File: config.mk
export PLATFORM = sky130hd
export DESIGN_NAME = pc_ctrl_ras_flat
export DESIGN_NICKNAME = d
export VERILOG_FILES = /design/src/rtl/pc_ctrl_ras_pkg.sv /design/src/rtl/pc_ctrl_ras_if.sv /design/src/rtl/pc_ctrl_ras_ras.sv /design/src/rtl/pc_ctrl_ras.sv /design/src/flat_wrapper.sv
export SDC_FILE = /design/constraint.sdc
export NUM_CORES = 1
export LEC_CHECK = 0
export CAP_MARGIN = 20
export CORE_UTILIZATION = 44
export DETAILED_ROUTE_END_ITERATION = 8
export HOLD_SLACK_MARGIN = 0.12
export MAX_ROUTING_LAYER = met4
export PLACE_DENSITY = 0.81
export SYNTH_ARGS = -nofsm -noshare
export SYNTH_HDL_FRONTEND = slang
export SYNTH_SLANG_ARGS = --single-unit
File: constraint.sdc
create_clock -name clk -period 2.6 [get_ports clk]
set_input_delay 0.52 -clock clk [delete_from_list [all_inputs] [get_ports clk]]
set_output_delay 0.52 -clock clk [all_outputs]
set_load 0.005 [all_outputs]
File: src/rtl/pc_ctrl_ras_pkg.sv
// Shared command and target-source encodings for the PC unit and its testbench.
package pc_pkg;

   localparam logic [2:0] PC_HOLD = 3'b000;
   localparam logic [2:0] PC_JMP  = 3'b001;
   localparam logic [2:0] PC_INC  = 3'b010;
   localparam logic [2:0] PC_RST  = 3'b011;
   localparam logic [2:0] PC_CALL = 3'b100;
   localparam logic [2:0] PC_RET  = 3'b101;

   localparam logic [1:0] TGT_RESULT = 2'b00;
   localparam logic [1:0] TGT_IMM    = 2'b01;
   localparam logic [1:0] TGT_RD     = 2'b10;
   localparam logic [1:0] TGT_ZERO   = 2'b11;

endpackage

File: src/rtl/pc_ctrl_ras_if.sv
// Control/fetch-side bundle of the PC unit; misalign exists only when PC_ALIGN_TRAP_EN is defined.
interface pc_ctrl_ras_if #(
   parameter int PC_W  = 10,
   parameter int IMM_W = 10
);
   logic [2:0]       pc_sel;
   logic [1:0]       tgt_sel;
   logic [31:0]      result;
   logic [31:0]      rd_val;
   logic [IMM_W-1:0] imm;
   logic             stall;
   logic             fetch_ready;
   logic [PC_W-1:0]  pc;
   logic [PC_W-1:0]  pc_seq;
   logic             fetch_valid;
   logic             ras_empty;
   logic             ras_full;
   logic             ras_ovf;
   logic             ras_unf;
`ifdef PC_ALIGN_TRAP_EN
   logic             misalign;
`endif

   modport master (
      output pc_sel, tgt_sel, result, rd_val, imm, stall, fetch_ready,
      input  pc, pc_seq, fetch_valid, ras_empty, ras_full, ras_ovf, ras_unf
`ifdef PC_ALIGN_TRAP_EN
      , input misalign
`endif
   );

   modport slave (
      input  pc_sel, tgt_sel, result, rd_val, imm, stall, fetch_ready,
      output pc, pc_seq, fetch_valid, ras_empty, ras_full, ras_ovf, ras_unf
`ifdef PC_ALIGN_TRAP_EN
      , output misalign
`endif
   );
endinterface

File: src/rtl/pc_ctrl_ras_ras.sv
// Return-address stack: circular buffer whose push overwrites the oldest entry when full.
module pc_ras #(
   parameter int W     = 10,
   parameter int DEPTH = 4
) (
   input  logic         clk,
   input  logic         reset,
   input  logic         push,
   input  logic         pop,
   input  logic [W-1:0] din,
   output logic [W-1:0] dout,
   output logic         empty,
   output logic         full
);
   localparam int PW = $clog2(DEPTH);
   localparam int CW = PW + 1;

   logic [PW-1:0] ptr_q, ptr_d, top_idx;
   logic [CW-1:0] cnt_q, cnt_d;
   logic [W-1:0]  mem_q [DEPTH];
   logic [W-1:0]  mem_d [DEPTH];

   // ptr_q is the next free slot; once full it also indexes the oldest entry
   assign top_idx = ptr_q - PW'(1);
   assign dout    = mem_q[top_idx];
   assign empty   = (cnt_q == '0);
   assign full    = (cnt_q == CW'(DEPTH));

   always_comb begin
      mem_d = mem_q;
      ptr_d = ptr_q;
      cnt_d = cnt_q;
      if (push) begin
         mem_d[ptr_q] = din;
         ptr_d        = ptr_q + PW'(1);
         if (!full) cnt_d = cnt_q + CW'(1);
      end else if (pop && !empty) begin
         ptr_d = top_idx;
         cnt_d = cnt_q - CW'(1);
      end
   end

   always_ff @(posedge clk) begin
      if (reset) begin
         ptr_q <= '0;
         cnt_q <= '0;
      end else begin
         ptr_q <= ptr_d;
         cnt_q <= cnt_d;
      end
   end

   always_ff @(posedge clk) begin
      mem_q <= mem_d;
   end
endmodule

File: src/rtl/pc_ctrl_ras.sv
// Fetch-stage PC unit with return-address stack; PC_ALIGN_TRAP_EN selects trap vs. forced alignment.
module pc_ctrl_ras
   import pc_pkg::*;
#(
   parameter int PC_W      = 10,
   parameter int INC       = 2,
   parameter int IMM_W     = 10,
   parameter int RAS_DEPTH = 4,
   parameter int RESET_VEC = 0,
   parameter int TRAP_VEC  = 0
) (
   input logic           clk,
   input logic           reset,
   pc_ctrl_ras_if.slave  io
);
   localparam logic [PC_W-1:0] INC_MASK   = PC_W'(INC - 1);
   localparam logic [PC_W-1:0] ALIGN_MASK = ~INC_MASK;

   logic [PC_W-1:0] pc_q, pc_d, pc_seq, tgt, dest, ras_dout;
   logic            fetch_valid_q, ovf_q, ovf_d, unf_q, unf_d;
   logic            adv, push, pop, redirect, ras_empty, ras_full;
   logic            unused_hi;
`ifdef PC_ALIGN_TRAP_EN
   logic            misalign_q, misalign_d;
`endif

   assign unused_hi = ^{io.result[31:PC_W], io.rd_val[31:PC_W]};
   assign pc_seq    = pc_q + PC_W'(INC);
   assign adv       = fetch_valid_q & io.fetch_ready & ~io.stall;

   always_comb begin
      tgt = '0;
      case (io.tgt_sel)
         TGT_RESULT: tgt = io.result[PC_W-1:0];
         TGT_IMM:    tgt = PC_W'(io.imm);
         TGT_RD:     tgt = io.rd_val[PC_W-1:0];
         default:    tgt = '0;
      endcase
   end

   pc_ras #(.W(PC_W), .DEPTH(RAS_DEPTH)) u_ras (
      .clk   (clk),
      .reset (reset),
      .push  (push),
      .pop   (pop),
      .din   (pc_seq),
      .dout  (ras_dout),
      .empty (ras_empty),
      .full  (ras_full)
   );

   // Commands are only acted on in an advance cycle; otherwise they are dropped
   always_comb begin
      pc_d     = pc_q;
      push     = 1'b0;
      pop      = 1'b0;
      redirect = 1'b0;
      dest     = tgt;
      ovf_d    = ovf_q;
      unf_d    = unf_q;
`ifdef PC_ALIGN_TRAP_EN
      misalign_d = 1'b0;
`endif
      if (adv) begin
         case (io.pc_sel)
            PC_JMP:  redirect = 1'b1;
            PC_INC:  pc_d = pc_seq;
            PC_RST:  pc_d = PC_W'(RESET_VEC);
            PC_CALL: begin
               push     = 1'b1;
               redirect = 1'b1;
               if (ras_full) ovf_d = 1'b1;
            end
            PC_RET: begin
               redirect = 1'b1;
               if (ras_empty) begin
                  unf_d = 1'b1;
               end else begin
                  pop  = 1'b1;
                  dest = ras_dout;
               end
            end
            default: pc_d = pc_q;
         endcase
      end
      if (redirect) begin
`ifdef PC_ALIGN_TRAP_EN
         if ((dest & INC_MASK) != '0) begin
            pc_d       = PC_W'(TRAP_VEC);
            misalign_d = 1'b1;
         end else begin
            pc_d = dest;
         end
`else
         pc_d = dest & ALIGN_MASK;
`endif
      end
   end

   always_ff @(posedge clk) begin
      if (reset) begin
         pc_q          <= PC_W'(RESET_VEC);
         fetch_valid_q <= 1'b0;
         ovf_q         <= 1'b0;
         unf_q         <= 1'b0;
      end else begin
         pc_q          <= pc_d;
         fetch_valid_q <= 1'b1;
         ovf_q         <= ovf_d;
         unf_q         <= unf_d;
      end
   end

`ifdef PC_ALIGN_TRAP_EN
   always_ff @(posedge clk) begin
      if (reset) misalign_q <= 1'b0;
      else       misalign_q <= misalign_d;
   end
   assign io.misalign = misalign_q;
`endif

   assign io.pc          = pc_q;
   assign io.pc_seq      = pc_seq;
   assign io.fetch_valid = fetch_valid_q;
   assign io.ras_empty   = ras_empty;
   assign io.ras_full    = ras_full;
   assign io.ras_ovf     = ovf_q;
   assign io.ras_unf     = unf_q;
endmodule

File: src/flat_wrapper.sv
// flat-port wrapper written by rule: the top's interface ports become plain ports
module pc_ctrl_ras_flat import pc_pkg::*;
#(
   parameter int PC_W      = 10,
   parameter int INC       = 2,
   parameter int IMM_W     = 10,
   parameter int RAS_DEPTH = 4,
   parameter int RESET_VEC = 0,
   parameter int TRAP_VEC  = 0
)
  (clk, reset, io_pc_sel, io_tgt_sel, io_result, io_rd_val, io_imm, io_stall, io_fetch_ready, io_pc, io_pc_seq, io_fetch_valid, io_ras_empty, io_ras_full, io_ras_ovf, io_ras_unf);
  pc_ctrl_ras_if #(.PC_W(PC_W), .IMM_W(IMM_W)) io_i ();
  input logic clk;
  input logic reset;
  input wire logic [$bits(io_i.pc_sel)-1:0] io_pc_sel;
  input wire logic [$bits(io_i.tgt_sel)-1:0] io_tgt_sel;
  input wire logic [$bits(io_i.result)-1:0] io_result;
  input wire logic [$bits(io_i.rd_val)-1:0] io_rd_val;
  input wire logic [$bits(io_i.imm)-1:0] io_imm;
  input wire logic [$bits(io_i.stall)-1:0] io_stall;
  input wire logic [$bits(io_i.fetch_ready)-1:0] io_fetch_ready;
  output wire logic [$bits(io_i.pc)-1:0] io_pc;
  output wire logic [$bits(io_i.pc_seq)-1:0] io_pc_seq;
  output wire logic [$bits(io_i.fetch_valid)-1:0] io_fetch_valid;
  output wire logic [$bits(io_i.ras_empty)-1:0] io_ras_empty;
  output wire logic [$bits(io_i.ras_full)-1:0] io_ras_full;
  output wire logic [$bits(io_i.ras_ovf)-1:0] io_ras_ovf;
  output wire logic [$bits(io_i.ras_unf)-1:0] io_ras_unf;
  assign io_i.pc_sel = io_pc_sel;
  assign io_i.tgt_sel = io_tgt_sel;
  assign io_i.result = io_result;
  assign io_i.rd_val = io_rd_val;
  assign io_i.imm = io_imm;
  assign io_i.stall = io_stall;
  assign io_i.fetch_ready = io_fetch_ready;
  assign io_pc = io_i.pc;
  assign io_pc_seq = io_i.pc_seq;
  assign io_fetch_valid = io_i.fetch_valid;
  assign io_ras_empty = io_i.ras_empty;
  assign io_ras_full = io_i.ras_full;
  assign io_ras_ovf = io_i.ras_ovf;
  assign io_ras_unf = io_i.ras_unf;
  pc_ctrl_ras #(.PC_W(PC_W), .INC(INC), .IMM_W(IMM_W), .RAS_DEPTH(RAS_DEPTH), .RESET_VEC(RESET_VEC), .TRAP_VEC(TRAP_VEC)) u_core (.clk(clk), .reset(reset), .io(io_i));
endmodule
## Word level (Yosys, flattened, before mapping)

Index checks and enable logic that the tools add are counted.

| cells by class | value |
|---|---|
| muxes and demuxes | 26 |
| reductions and logical operators | 16 |
| bitwise operators | 5 |
| add/sub/neg operators | 5 |
| equality and inequality tests | 9 |
| $lt $le $gt $ge | 3 |

Operators with widths:

| cell | count |
|---|---|
| $mux W10 | 8 |
| $bwmux W40 | 1 |
| $pmux W10 S3 | 1 |
| $bmux W10 S2 | 1 |
| $demux W10 S2 | 1 |
| $pmux W10 S2 | 1 |
| $add A10 B2 Y10 const B | 1 |
| $eq A3 B3 Y1 const B | 3 |
| $mux W3 | 3 |
| $mux W1 | 8 |
| $eq A3 B2 Y1 const B | 2 |
| $ge A3 B3 Y1 const B | 2 |
| $not A2 Y3 | 2 |
| $reduce_and A2 Y1 | 3 |
| $reduce_and A3 Y1 | 2 |
| $reduce_bool A2 Y1 | 3 |
| $mux W2 | 2 |
| $add A3 B1 Y3 const B | 1 |
| $eq A3 B1 Y1 const B | 1 |
| $logic_not A3 Y1 | 1 |
| $lt A3 B1 Y1 const B | 1 |
| $reduce_bool A3 Y1 | 1 |
| $reduce_or A3 Y1 | 1 |
| $sub A3 B1 Y3 const B | 1 |
| 11 further kinds | 13 |

| storage, ports and cells | value |
|---|---|
| bits in registers | 58 |

## Logic depth before layout (Yosys ltp)

Gate-level depths: netlist of the first run.

| depth | value |
|---|---|
| depth in word-level cells | 9 |
| mapped depth | 7 |
| gate-level depth less buffers | 6 |

## By module

A second synthesis of the first run with hierarchy kept.

| second synthesis, totals | value |
|---|---|
| cells, all modules | 251 |
| area, all modules | 2972.9 µm² |

By module, submodules not included:

| module | area an instance (µm²) | cells each | instances | seq. area each (µm²) |
|---|---|---|---|---|
| pc_ras | 1829.3 | 100 | 1 | 1301.2 |
| pc_ctrl_ras | 1143.6 | 151 | 1 | 240.2 |

## Worst setup path before layout of the first run

OpenSTA, ideal clock, no wires.

| path | value |
|---|---|
| path kind | input to register |
| start | input port io_pc_sel[0] |
| end | register u_core.u_ras.cnt_q[2] |
| data required time | 2.477 ns |
| setup time | 0.123 ns |
| path buffers | 0 |
| stages on the path | 6 |
| arrival time | 2.144 ns |
| setup slack | 0.332 ns |
| path through | or3b_4 > nor2_1 > inv_1 > fa_1 > mux2i_1 > mux2_1 |

| between the ends | value |
|---|---|
| cells in the longest elaborated chain, start to end | 6 |

Ends and longest elaborated chain:

| element | RTL line | text |
|---|---|---|
| start: declaration | flat_wrapper.sv:15 | `input wire logic [$bits(io_i.pc_sel)-1:0] io_pc_sel;` |
| $eq A3 B3 Y1 | pc_ctrl_ras.sv:65 | `case (io.pc_sel)` |
| $mux W1 | pc_ctrl_ras.sv:65 |  |
| $mux W1 | pc_ctrl_ras.sv:64 | `if (adv) begin` |
| $logic_and A1 B1 Y1 | pc_ctrl_ras_ras.sv:37 | `end else if (pop && !empty) begin` |
| $reduce_bool A2 Y1 (no line) | n/a |  |
| $reduce_and A2 Y1 (no line) | n/a |  |
| end signal: assignment | pc_ctrl_ras_ras.sv:49 | `cnt_q <= cnt_d;` |
| end: declaration | pc_ctrl_ras_ras.sv:19 | `logic [CW-1:0] cnt_q, cnt_d;` |

Parallel ways exist; a longest one is shown, timed or not.
A chain may end at the register's enable or synchronous reset.

## Worst setup path after layout of the first run

| path | value |
|---|---|
| start | register u_core.pc_q[1], in the netlist u_core.io.pc[1] |
| end | output port io_pc_seq[6] |

| between the ends | value |
|---|---|
| cells in the longest elaborated chain, start to end | 1 |

Ends and longest elaborated chain:

| element | RTL line | text |
|---|---|---|
| start: declaration | pc_ctrl_ras.sv:19 | `logic [PC_W-1:0] pc_q, pc_d, pc_seq, tgt, dest, ras_dout;` |
| start signal: assignment | pc_ctrl_ras.sv:102 | `pc_q <= PC_W'(RESET_VEC);` |
| start signal: assignment | pc_ctrl_ras.sv:107 | `pc_q <= pc_d;` |
| $add A10 B2 Y10 | pc_ctrl_ras.sv:28 | `assign pc_seq = pc_q + PC_W'(INC);` |
| end: declaration | flat_wrapper.sv:23 | `output wire logic [$bits(io_i.pc_seq)-1:0] io_pc_seq;` |

Every way passes these cells.

==> results of run 1 <==
## what timing repair did
action / 4_1_cts / 5_1_grt
endpoints found under the setup margin: 5 / 4
setup buffers: 1 / 2
pin swaps: 0 / 1
gates resized for setup: 14 / 6
## tightest hold or removal path: stages, from the launching register on
cell and delay, ns:
dfxtp_1 0.34, a21oi_1 0.04, nor2_1 0.07
## metal layers
layer	global-route usage (%)	vias up
met5	-	-
met4	10.2	0
met3	5.57	11
met2	34.5	88
met1	26.5	973
li1	-	973
## synth_stat cells (3+ instances only)
master and count:
edfxtp_1 36, dfxtp_1 17, mux2i_1 16, nor2_1 15
a21oi_1 11, mux4_2 9, o32ai_1 8, inv_1 7
nor3_1 7, o21ai_0 7, o2bb2ai_1 7, ha_1 5
and2_1 4, xor2_1 4, and3_1 3, buf_2 3
clkbuf_1 3, nand3_1 3, o311a_1 3
## registers in the layout, indices dropped and copies added (netlist names)
signal and cells:
u_core.io.pc 9, u_core.u_ras.mem_q 36, u_core.io.fetch_valid 1, u_core.io.ras_unf 1, u_core.io.ras_ovf 1, u_core.u_ras.ptr_q 2, u_core.u_ras.cnt_q 3
## cell families after synthesis
logic type,count (synthesis)
XOR/XNOR,6
AND/OR/NAND/NOR,52
other,1
buffers and inverters,18
multiplexers,27
adder cells (fa/ha/maj),6
flip-flops,53
AO/OA/AOI/OAI,46
## stage by stage
stage	instances	total power, W	instance area (sq um)
4_1_cts	364	0.00171	3680
3_3_place_gp	355	0.00112	3490
5_1_grt	366	0.00175	3710
2_1_floorplan	210	0.00102	2710
6_report	366	0.00170	3710
3_5_place_dp	355	0.00112	3490
## area by class of cell
class / instances / share of cell area, %
Clock buffer: 5 / 1.85
Inverter: 7 / 0.708
Timing Repair Buffer: 84 / 20.9
Multi-Input combinational cell: 139 / 34.1
Sequential cell: 53 / 38.5
Tap cell: 75 / 2.53
Clock inverter: 3 / 1.35
## worst paths after layout
check / start / to / slack [ns] / depth (start not counted)
hold reg to reg: u_core.io.ras_ovf / u_core.io.ras_ovf / 0.48 / 2
setup reg to reg: u_core.u_ras.cnt_q[1] / u_core.io.pc[8] / 0.68 / 4
setup / recovery: u_core.io.pc[1] / io_pc_seq[6] / 0.05 / 5
hold / removal: u_core.io.ras_ovf / u_core.io.ras_ovf / 0.48 / 2
## power by group through the flow
| stage | Sequential, W | Combinational [W] | Clock (W) |
|---|---|---|---|
| after floorplan | 0.000924 | 0.0000979 | 0 |
| after global placement | 0.000924 | 0.000193 | 0 |
| after detailed placement | 0.000924 | 0.000197 | 0 |
| after CTS | 0.000906 | 0.000200 | 0.000606 |
| after global routing | 0.000907 | 0.000219 | 0.000628 |
| final | 0.000906 | 0.000199 | 0.000594 |
==> key figures, run 1 <==
Run status
  – Status: completed

Clock network
  – Clock Path Buffers: 2
  – Clk sink count: 53
  – Clk root buf: clkbuf_8
  – H-tree Lvls: 2
  – Reg clk slew, reported paths: roughly 0.11 ns
  – Clock latency on the worst-skew pair: between 0.3 and 0.4 ns
  – Hold buffers post-CTS: 0
  – Clock buffer count from CTS: 5
  – CTS tree: built

Synthesis
  – Avg Synthesized Cell Area: between 10 and 15 sq um
  – Cells after Synth: between 200 and 250
  – Share of the synthesized area in the top cell type: 39.9%
  – Seq/Total Area, Yosys: a little over half
  – Fraction of the mapped netlist area in simple logic gates: roughly an eighth
  – Proportion of synthesized area in mux cells: about 14%
  – Synthesized cell area: between 2000 and 3000 sq um
  – EDFF count, synth: 36
  – Largest family of logic cells by synthesized area: multiplexers
  – Main synth FF type: edfxtp_1
  – Post-synthesis cell type count: between 40 and 50
  – Flop and latch count out of synthesis: 53
  – Xor/xnor share of the synthesized area: about 1.9%
  – Compound-gate portion of the synthesized area: 12.3%
  – Adder-Cell Fraction of Synth Area: 3.05%
  – Synth top area cells: edfxtp_1 (40%), dfxtp_1 (13%), mux4_2 (7.5%)
  – Yosys warning count: 0
  – Asr flop ratio synth: 0%
  – Synth area leader: edfxtp_1

Setup path
  – Crit path DAT: between 2 and 2.5 ns
  – Crit-path max cell delay: 0.56 ns
  – Worst path required time: around 2.1 ns
  – CP Class: reg2out
  – Worst path bufs/invs: 2
  – CP Capture Type: primary output
  – Startpoint class of the critical path: flop
  – Worst path top cell family by delay: buffers and inverters
  – CP max FO: 5
  – Slowest stage cell, crit path: clkdlybuf4s50_1
  – Critical path, cell by cell: buf_4 -> nand4_1 -> nor2_2 -> xor2_2 -> clkdlybuf4s50_1

Placed design
  – Place WS: -0.0273 ns
  – Port buffer count: just under 60
  – GP Congestion: around 0.9
  – DP HPWL: 4510 um

Power
  – Combinational power share: between 10% and 20%
  – Int Power: 0.00131 W
  – Worst vdd ir: between 200 and 300 uV
  – Pleak: 1.42 nW
  – Sw frac: a little under a quarter
  – P per Cell Area: between 400 and 500 nW/um^2
  – Net switching power: a little under 0.0004 W
  – Flop pwr share: 53.3%
  – Clock share of power: a little over a third

STA
  – Final worst slack: a little over 0.05 ns
  – Final slew viol count: 0
  – Unrepaired setup endpoints after global routing: yes
  – Worst Tran Pin Value: ~0.57 ns
  – Final Skew: approximately 0.016 ns
  – WHS: roughly 0.48 ns
  – Relative slew slack: a little over 60%
  – # setup viols final: 0
  – Max Fclk: 392 MHz
  – Final hold violation count: 0
  – Min Tclk post-route: ~2.5 ns
  – Setup TNS: 0 ns
  – Period Utilization, post-route: between 90 and 100%

Final layout
  – Multi-input gate area: roughly 1300 sq um
  – Post-layout util: about 63%
  – Most common cell after layout, fill and taps aside: clkdlybuf4s50_1
  – Sequential cell area: 1430 sq um
  – Nets: between 300 and 400
  – Most frequent cells in the layout: clkdlybuf4s50_1 (56), edfxtp_1 (36), buf_4 (26), mux2i_1 (16), nor2_1 (13)
  – Filler instances: approximately 450
  – Layout cells sized above 1: 23.7%
  – N_diodes: 0
  – Layout area overhead: 37.0%

Route
  – Post-DRT Antenna Nets: 0
  – DR WL/cell: approximately 17 um
  – Pre-antenna DRT Iters: 4
  – Routed wire length: approximately 6400 um
  – Top sig layer: met4
  – Drt drc: 0
  – Met3 wire length: around 580 um
  – WL met1: 2660 um
  – Via density: between 5 and 6
  – Met2 wire length: roughly 3000 um
  – Via Count: 2045
  – Iteration-0 DRC Markers: 175

GRT
  – Initial antenna violation count: 0
  – Largest net degree at the start of global routing: 19
  – Total GRT Usage: 21.9%
  – Grt total ovfl: 0
  – Vias in the first global route: roughly 2000
  – First-pass GRT wire length: ~10000 um

Worst hold path
  – Hold Path Class: reg2reg

Floorplan
  – Num rows: 28
  – I/O Pins: roughly 110
  – Die Ht: just over 80 um
  – Die Area: 6470 sq um
  – Core area: slightly below 6000 sq um
  – Initial Utilization: 45.7%
  – Die width: ~80 um

Job
  – Max Cap Violations: 0
Note: power is estimated with default switching activity, not from simulation.
==> run 2: changes to the inputs <==
--- a/config.mk
+++ b/config.mk
@@ -5,7 +5,6 @@
 export SDC_FILE = /design/constraint.sdc
 export NUM_CORES = 1
 export LEC_CHECK = 0
-export CAP_MARGIN = 20
 export CORE_UTILIZATION = 44
 export DETAILED_ROUTE_END_ITERATION = 8
 export HOLD_SLACK_MARGIN = 0.12
==> results of run 2 <==
No change in the layout: final DEF, timing and power equal those of run 1.
